## src/rtl/mem_pkg.sv

```systemverilog
// Shared types and helpers for the load/store access unit: funct3 encodings,
// FSM states, and request legality checks.
package mem_pkg;

  localparam int WORD_BYTES  = 4;
  localparam int OFFSET_BITS = $clog2(WORD_BYTES);

  typedef enum logic [2:0] {
    MEM_B  = 3'b000,
    MEM_H  = 3'b001,
    MEM_W  = 3'b010,
    MEM_BU = 3'b100,
    MEM_HU = 3'b101
  } mem_funct3_e;

  typedef enum logic [2:0] {
    IDLE,
    RD,
    EXT,
    WR,
    RESP
  } mem_state_e;

  // Stores only support B/H/W; loads additionally support the unsigned forms.
  function automatic logic funct3_legal(input logic is_store, input logic [2:0] f3);
    logic legal;
    case (f3)
      3'b000, 3'b001, 3'b010: legal = 1'b1;
      3'b100, 3'b101:         legal = !is_store;
      default:                legal = 1'b0;
    endcase
    return legal;
  endfunction

  // f3[1:0] encodes the access size (00 byte, 01 half, 10 word).
  function automatic logic misaligned(input logic [1:0] size_code, input logic [1:0] offset);
    logic mis;
    case (size_code)
      2'b01:   mis = offset[0];
      2'b10:   mis = |offset;
      default: mis = 1'b0;
    endcase
    return mis;
  endfunction

endpackage

```

## src/rtl/mem_lane_align.sv

```systemverilog
// Byte-lane steering between a 32-bit RAM word and the core: extracts and
// extends load lanes, and merges sub-word store data into the old word.
module mem_lane_align
  import mem_pkg::*;
(
  input  logic [31:0] i_word,
  input  logic [1:0]  i_offset,
  input  logic [2:0]  i_funct3,
  input  logic [31:0] i_wdata,
  output logic [31:0] o_load_data,
  output logic [31:0] o_store_word
);

  logic [7:0]  byte_lanes [WORD_BYTES];
  logic [15:0] half_lanes [2];

  // Little-endian: byte n lives at bits [8n+7:8n].
  for (genvar gi = 0; gi < WORD_BYTES; gi++) begin : g_bytes
    assign byte_lanes[gi] = i_word[8*gi +: 8];
  end

  for (genvar gi = 0; gi < 2; gi++) begin : g_halves
    assign half_lanes[gi] = i_word[16*gi +: 16];
  end

  logic [7:0]  sel_byte;
  logic [15:0] sel_half;

  assign sel_byte = byte_lanes[i_offset];
  assign sel_half = half_lanes[i_offset[1]];

  always_comb begin
    o_load_data = i_word;
    case (i_funct3)
      MEM_B:   o_load_data = {{24{sel_byte[7]}}, sel_byte};
      MEM_BU:  o_load_data = {24'b0, sel_byte};
      MEM_H:   o_load_data = {{16{sel_half[15]}}, sel_half};
      MEM_HU:  o_load_data = {16'b0, sel_half};
      default: o_load_data = i_word;
    endcase
  end

  always_comb begin
    o_store_word = i_word;
    case (i_funct3)
      MEM_B: o_store_word[8*i_offset +: 8] = i_wdata[7:0];
      MEM_H: begin
        if (i_offset[1]) begin
          o_store_word[31:16] = i_wdata[15:0];
        end else begin
          o_store_word[15:0] = i_wdata[15:0];
        end
      end
      MEM_W:   o_store_word = i_wdata;
      default: o_store_word = i_word;
    endcase
  end

endmodule

```

## src/rtl/mem_access_unit.sv

```systemverilog
// Initiator for a single-port read-first word RAM: serves RISC-V loads and
// stores one at a time, doing read-modify-write for byte and half stores.
module mem_access_unit
  import mem_pkg::*;
#(
  parameter int DEPTH      = 1024,
  parameter int DATA_WIDTH = 32
) (
  input  logic                     i_clk,
  input  logic                     i_rst_n,
  input  logic                     i_req_valid,
  output logic                     o_req_ready,
  input  logic                     i_req_we,
  input  logic [2:0]               i_req_funct3,
  input  logic [31:0]              i_req_addr,
  input  logic [31:0]              i_req_wdata,
  output logic                     o_rsp_valid,
  output logic [31:0]              o_rsp_rdata,
  output logic                     o_rsp_err,
  output logic [$clog2(DEPTH)-1:0] o_ram_addr,
  output logic [31:0]              o_ram_data,
  output logic                     o_ram_we,
  input  logic [31:0]              i_ram_data
);

  localparam int AW = $clog2(DEPTH);

  if (DATA_WIDTH != 32) begin : g_bad_width
    $error("mem_access_unit: DATA_WIDTH must be 32");
  end
  if ((DEPTH < 2) || ((DEPTH & (DEPTH - 1)) != 0) || (DEPTH > (1 << 29))) begin : g_bad_depth
    $error("mem_access_unit: DEPTH must be a power of two in [2, 2**29]");
  end

  mem_state_e      state_q, state_d;
  logic            we_q, we_d;
  logic [2:0]      funct3_q, funct3_d;
  logic [1:0]      offset_q, offset_d;
  logic [31:0]     wdata_q, wdata_d;
  logic [AW-1:0]   ram_addr_q, ram_addr_d;
  logic [31:0]     ram_data_q, ram_data_d;
  logic            rsp_valid_q, rsp_valid_d;
  logic [31:0]     rsp_rdata_q, rsp_rdata_d;
  logic            rsp_err_q, rsp_err_d;

  logic        accept;
  logic        req_err;
  logic [31:0] load_data;
  logic [31:0] store_word;

  assign o_req_ready = (state_q == IDLE) && i_rst_n;
  assign o_ram_we    = (state_q == WR) && i_rst_n;
  assign o_ram_addr  = ram_addr_q;
  assign o_ram_data  = ram_data_q;
  assign o_rsp_valid = rsp_valid_q;
  assign o_rsp_rdata = rsp_rdata_q;
  assign o_rsp_err   = rsp_err_q;

  assign accept  = i_req_valid && o_req_ready;
  assign req_err = !funct3_legal(i_req_we, i_req_funct3)
                || misaligned(i_req_funct3[1:0], i_req_addr[1:0])
                || (|i_req_addr[31:AW+OFFSET_BITS]);

  mem_lane_align u_align (
    .i_word       (i_ram_data),
    .i_offset     (offset_q),
    .i_funct3     (funct3_q),
    .i_wdata      (wdata_q),
    .o_load_data  (load_data),
    .o_store_word (store_word)
  );

  always_comb begin
    state_d     = state_q;
    we_d        = we_q;
    funct3_d    = funct3_q;
    offset_d    = offset_q;
    wdata_d     = wdata_q;
    ram_addr_d  = ram_addr_q;
    ram_data_d  = ram_data_q;
    rsp_valid_d = 1'b0;
    rsp_rdata_d = 32'b0;
    rsp_err_d   = 1'b0;

    case (state_q)
      IDLE: begin
        if (accept) begin
          we_d     = i_req_we;
          funct3_d = i_req_funct3;
          offset_d = i_req_addr[1:0];
          wdata_d  = i_req_wdata;
          if (req_err) begin
            state_d     = RESP;
            rsp_valid_d = 1'b1;
            rsp_err_d   = 1'b1;
          end else begin
            ram_addr_d = i_req_addr[AW+OFFSET_BITS-1:OFFSET_BITS];
            if (i_req_we && (i_req_funct3 == MEM_W)) begin
              state_d    = WR;
              ram_data_d = i_req_wdata;
            end else begin
              state_d = RD;
            end
          end
        end
      end
      RD:  state_d = EXT;
      // The RAM is returning the old word addressed during RD.
      EXT: begin
        if (!we_q) begin
          state_d     = RESP;
          rsp_valid_d = 1'b1;
          rsp_rdata_d = load_data;
        end else begin
          state_d    = WR;
          ram_data_d = store_word;
        end
      end
      WR: begin
        state_d     = RESP;
        rsp_valid_d = 1'b1;
      end
      RESP:    state_d = IDLE;
      default: state_d = IDLE;
    endcase
  end

  always_ff @(posedge i_clk) begin
    if (!i_rst_n) begin
      state_q     <= IDLE;
      we_q        <= 1'b0;
      funct3_q    <= 3'b0;
      offset_q    <= 2'b0;
      wdata_q     <= 32'b0;
      ram_addr_q  <= '0;
      ram_data_q  <= 32'b0;
      rsp_valid_q <= 1'b0;
      rsp_rdata_q <= 32'b0;
      rsp_err_q   <= 1'b0;
    end else begin
      state_q     <= state_d;
      we_q        <= we_d;
      funct3_q    <= funct3_d;
      offset_q    <= offset_d;
      wdata_q     <= wdata_d;
      ram_addr_q  <= ram_addr_d;
      ram_data_q  <= ram_data_d;
      rsp_valid_q <= rsp_valid_d;
      rsp_rdata_q <= rsp_rdata_d;
      rsp_err_q   <= rsp_err_d;
    end
  end

endmodule

```

## config.mk

```make
export PLATFORM = sky130hd
export DESIGN_NAME = mem_access_unit
export DESIGN_NICKNAME = d
export VERILOG_FILES = /design/src/rtl/mem_pkg.sv /design/src/rtl/mem_lane_align.sv /design/src/rtl/mem_access_unit.sv
export SDC_FILE = /design/constraint.sdc
export NUM_CORES = 1
export LEC_CHECK = 0
export CAP_MARGIN = 10
export CORE_MARGIN = 4
export CORE_UTILIZATION = 49
export CTS_CLUSTER_SIZE = 10
export DETAILED_ROUTE_END_ITERATION = 8
export HOLD_SLACK_MARGIN = 0.06
export PLACE_DENSITY = 0.94
export SYNTH_ARGS = -nofsm -noshare
export SYNTH_HDL_FRONTEND = slang
export SYNTH_SLANG_ARGS = --single-unit
```

## constraint.sdc

```tcl
create_clock -name i_clk -period 5.41 [get_ports i_clk]
set_input_delay 0.8115 -clock i_clk [delete_from_list [all_inputs] [get_ports i_clk]]
set_output_delay 0.8115 -clock i_clk [all_outputs]
set_load 0.02 [all_outputs]
```

## Word level (Yosys, flattened, before mapping)

Index checks and enable logic that the tools add are counted.

- Register bits: 117
- Input port bits: 103
- Output and inout bits: 78
- Word-level logic and storage cells: 85

- $add $sub $neg: 1
- Magnitude comparators: 2
- Equal/unequal tests: 17
- Shift operators: 2
- Multiplexer cells: 27
- Bitwise gates (word level): 5
- Reduce and logical (&&, ||, !) cells: 21

Operators by type and width:

| kind | number |
|---|---|
| $mux 32 | 4 |
| $pmux 32 s4 | 1 |
| $pmux 32 s3 | 1 |
| $mux 16 | 5 |
| $pmux 32 s2 | 1 |
| $neg 5->34 | 1 |
| $shift 8x34->32 const A | 1 |
| $shiftx 8x34->32 | 1 |
| $bwmux 32 | 1 |
| $reduce_or 20->1 | 1 |
| $bmux 8 s2 | 1 |
| $mux 8 | 2 |
| $eq 3x2->1 const B | 4 |
| $eq 3x3->1 const B | 4 |
| $pmux 3 s4 | 1 |
| $eq 3x1->1 const B | 3 |
| $logic_not 3->1 | 3 |
| $mux 3 | 3 |
| $ne 2x2->1 const B | 3 |
| $reduce_or 3->1 | 2 |
| $reduce_and 5->1 | 1 |
| $logic_and 1x1->1 | 4 |
| $pmux 1 s2 | 2 |
| $reduce_and 2->1 | 2 |
| other kinds (16) | 23 |

## Depth between registers and ports, before layout

- Depth after elaboration: 9
- Gate-level depth with buffers: 9
- Gate-level depth less buffers: 7

## Hierarchy

A second synthesis with hierarchy kept.

- Cells, all modules: 787
- Area total of the unflattened synthesis: 6451.2 µm²

Modules (own cells, without submodules):

| module | times used | cells an instance | area each (µm²) | seq. area each (µm²) |
|---|---|---|---|---|
| mem_access_unit | 1 | 470 | 4371.7 | 2342.2 |
| mem_lane_align | 1 | 317 | 2079.5 | 0.0 |

## Worst setup path before layout

No wires, ideal clock.

- Path type: input to output
- From: input i_rst_n
- To: output o_req_ready
- Arrival: 1.864 ns
- Data required time: 4.599 ns
- Setup slack: 2.735 ns
- Cell stages on the path: 4
- Buffers on the path: 3
- Cells stage by stage: clkbuf_1 clkbuf_1 buf_1 and2_1

- Word-level cells in the longest chain between the ends: 1

RTL lines:

| item | line | text |
|---|---|---|
| start, declared | mem_access_unit.sv:10 | `input logic i_rst_n,` |
| $logic_and 1x1->1 | mem_access_unit.sv:51 | `assign o_req_ready = (state_q == IDLE) && i_rst_n;` |
| end, declared | mem_access_unit.sv:12 | `output logic o_req_ready,` |

Every way passes these cells.

## Worst setup path after layout

- From: input i_req_valid
- To: register ram_data_q[7], in the netlist o_ram_data[7]

- Word-level cells in the longest chain between the ends: 3

RTL lines:

| item | line | text |
|---|---|---|
| start, declared | mem_access_unit.sv:11 | `input logic i_req_valid,` |
| $logic_and 1x1->1 | mem_access_unit.sv:59 | `assign accept = i_req_valid && o_req_ready;` |
| $ne 2x2->1 (no source line) | n/a |  |
| $reduce_and 5->1 (no source line) | n/a |  |
| end signal, assigned | mem_access_unit.sv:147 | `ram_data_q <= ram_data_d;` |
| end, declared | mem_access_unit.sv:41 | `logic [31:0] ram_data_q, ram_data_d;` |

Every way passes these cells.
A chain may end at the register's enable or synchronous reset.

==> metrics.yaml <==
outcome:
  status: "finished clean"
synthesis:
  synth_area_per_cell_um2: 8.101
  synth-compound-area-share: 0.2042
  synth_fa_ha_area_frac: 0.01540
  synth-xor-area-share: 0
  synth-seq-cells: 117
  seq_area_frac_synth: 0.4119
  synth-async-reset-ratio: 0
  synth_top_family_by_area: "simple AND/OR/NAND/NOR gates"
  synth_fp_nets: 812
  synth-edff-count: 0
  syn_inst: 702
  ys_types: 48
  synthesis.area_mm2: 0.005687
  muxShareOfSynthArea: 0.06007
  synth_ff_type: "dfxtp_1"
  synth-simple-area-share: 0.2517
  yosys_warnings: 0
placed_design:
  dpl.cell_count: 974
  post-dp-hpwl_mm: 13.22
  port-buffer-count: 180
  place_congestion: 0.9610
route:
  antenna_left: 0
  drc: 0
  routed_via_density: 6.151
  drt_wl_total_mm: 19.39
  drt-pass1-iter-count: 7
  drt_iter0_markers: 680
  wl_per_cell_um: 19.26
  vias: 6194
power:
  irDropWorstVdd_uv: 228.3
  powerDensity_mw_per_mm2: 295.5
  p_total_mw: 2.398
  p_leak_nw: 3.242
sta:
  fmax_ghz: 0.2671
  final.min_clock_period_ns: 3.744
  finalMaxSlewViolations: 0
  tns_ns: 0
  setup_viol: 0
  worst_pin_slew_ns: 1.175
  post-route-period-util: 0.6920
  finalHoldViolations: 0
  rsz0062_at_grt: "false"
  relSlewSlack: 0.2152
  whs_ns: 0.4552
  finClkSkew_ns: 0.007565
clock_tree:
  post_cts_resized: 0
  cts_tree: "done"
  clkTransAtPathRegs_ns: 0.05
  clock-root-buffer: "clkbuf_16"
  numCtsBuffers: 17
  post_cts_buffers: 0
  hold_buffers: 0
  clock_sinks: 117
  htree_levels: 4
  clkLatencyLatePin_ns: 0.41
  clockBufferDepth: 2
worst_setup_path:
  max_stage_delay_ns: 1.11
  arrival_ns: 3.98
  crit_path_end_kind: "flip-flop"
  worstRegToRegCells: 5
  required_ns: 5.64
  r2r_start: "state_q[0]"
  reg2reg_slack_ns: 1.81
  path_delay_family: "simple AND/OR/NAND/NOR gates"
  criticalPathCategory: "in -> reg"
  crit_buf_inv: 1
  worst-path-max-fanout: 43
  crit_chain: "clkdlybuf4s50_1 -> nand3_2 -> nor4_4 -> o2bb2ai_4 -> mux2i_1"
  path_depth: 5
  crit-reg2reg-capture: "o_ram_data[7]"
  critPathLaunchType: "input pin"
  cpMaxStageDelayCell: "nor4_4"
cells_and_area:
  area_growth_pct: 42.71
  antenna_cells: 0
  nets: 961
  utilization: 0.7138
  drive_gt1_frac: 0.06829
  final_cells: 1007
global_route:
  grt_pass1_wl_mm: 30.48
  grt_pass1_vias: 5953
  grt_overflow: 0
  grt_antenna_before_repair: 0
  grt_max_degree: 85
  grt_use_total: 0.2908
floorplanning:
  dieArea_mm2: 0.01339
  design.core.area_mm2: 0.01137
  boundaryPins: 181
  die_w_um: 115.7
  die_h_um: 115.7
  initial_core_util: 0.5002
  num_rows: 39
min_path:
  min_from: "wdata_q[18]"
  hp-class: "reg -> reg"
  holdPathStages: 2
  hold_end: "wdata_q[18]"
run:
  cap_violations: 0
-- registers in the layout, indices dropped and copies added, names as in the netlist --
name and count:
funct3_q 3, o_ram_addr 10, o_ram_data 32, o_rsp_err 1, o_rsp_rdata 32, o_rsp_valid 1, offset_q 2, state_q 3
wdata_q 32, we_q 1
-- worst reg2reg max path, stage by stage, from the launching register on --
cell	delay, ns
dfxtp_1	0.39
nor3_4	0.31
nand3_2	0.78
nor4_4	1.12
o2bb2ai_4	0.53
mux2i_1	0.29
-- cells in the final DEF, fill, tap and decap left out, drive strengths merged, types with 3 or more instances in the layout --
cell / n
buf: 8
nand2: 167
clkbuf: 24
nand3: 66
o221ai: 16
a31oi: 8
a21o: 16
nor2b: 11
o221a: 7
nor2: 15
mux2i: 33
a21boi: 8
clkdlybuf4s50: 179
and3: 4
clkinv: 3
or2: 3
o211ai: 18
a221oi: 23
o21ai: 37
nor3: 4
nor4: 6
bufinv: 4
inv: 20
nand4: 11
dfxtp: 117
a21oi: 25
ha: 7
-- how the worst max path moves through the flow --
| stage | start | end | slack, ns |
|---|---|---|---|
| after floorplan | i_rst_n | o_req_ready | 2.73 |
| after global placement | i_req_valid | o_ram_data[3] | 1.42 |
| after detailed placement | i_req_valid | o_ram_data[7] | 1.33 |
| after CTS | i_req_valid | o_ram_data[7] | 1.70 |
| after global routing | i_rst_n | o_ram_data[7] | 1.42 |
| final | i_req_valid | o_ram_data[7] | 1.67 |
-- metal layers --
layer | vias to the layer above | wire (um) | GRT usage
li1 | 2821 | - | -
met1 | 2823 | 7005 | 0.3476
met2 | 464 | 9060 | 0.4803
met3 | 86 | 2331 | 0.08251
met4 | 0 | 996 | 0.1446
met5 | - | 0 | 0
-- cells by family after synthesis --
group | Yosys count
buffers and inverters | 77
AND/OR/NAND/NOR | 302
adder cells (fa/ha/maj) | 7
multiplexers | 34
flip-flops | 117
AO/OA/AOI/OAI | 165
-- where the power goes --
part / internal, mW / switching, mW / total, mW
combinational: 0.123 / 0.160 / 0.283
sequential: 0.886 / 0.0337 / 0.919
clock: 0.806 / 0.389 / 1.20
-- cell usage after synthesis, types with 2 or more instances --
master    instances  area [um2]
a21o_1           16       120.1
or2_2             3       18.77
nand4_1          11       68.82
ha_1              7       87.58
buf_2             9       45.04
nand3_1          65       325.3
mux2i_1          33       330.3
and3_1            4       25.02
nor2_1           15       56.30
o21ai_0          37       185.2
nor3b_2           2       25.02
nor4_1            5       31.28
buf_6             3       33.78
dfxtp_1         117        2342
a31oi_1           8       50.05
nand2_1         167       626.9
a21boi_0          8       60.06
inv_1            20       75.07
a21oi_1          25       125.1
nor2b_1          11       68.82
or3_1             2       12.51
nand3b_1          2       15.01
nor4b_2           2       30.03
nor4bb_1          2       20.02
clkbuf_1         34       127.6
o211ai_1         18       135.1
o221a_2           7       78.83
buf_1            11       41.29
o221ai_1         16       140.1
a221oi_1         23       201.4
nor3_1            2       10.01
-- final cells by class --
class | instances | area (um2)
Clock buffer | 24 | 481.7
Clock inverter | 8 | 146.4
Fill cell | 816 | 3254
Inverter | 20 | 75.07
Multi-Input combinational cell | 508 | 3039
Sequential cell | 117 | 2342
Tap cell | 143 | 178.9
Timing Repair Buffer | 187 | 1852
-- per-stage QoR --
stage / setup slack, ns / area [um2]
global route: 1.417 / 8115
global placement: 1.418 / 7480
CTS: 1.698 / 8108
detailed placement: 1.326 / 7480
floorplan: 2.735 / 5687
finish: 1.666 / 8115
No activity file was read; power rests on OpenSTA's default activity.
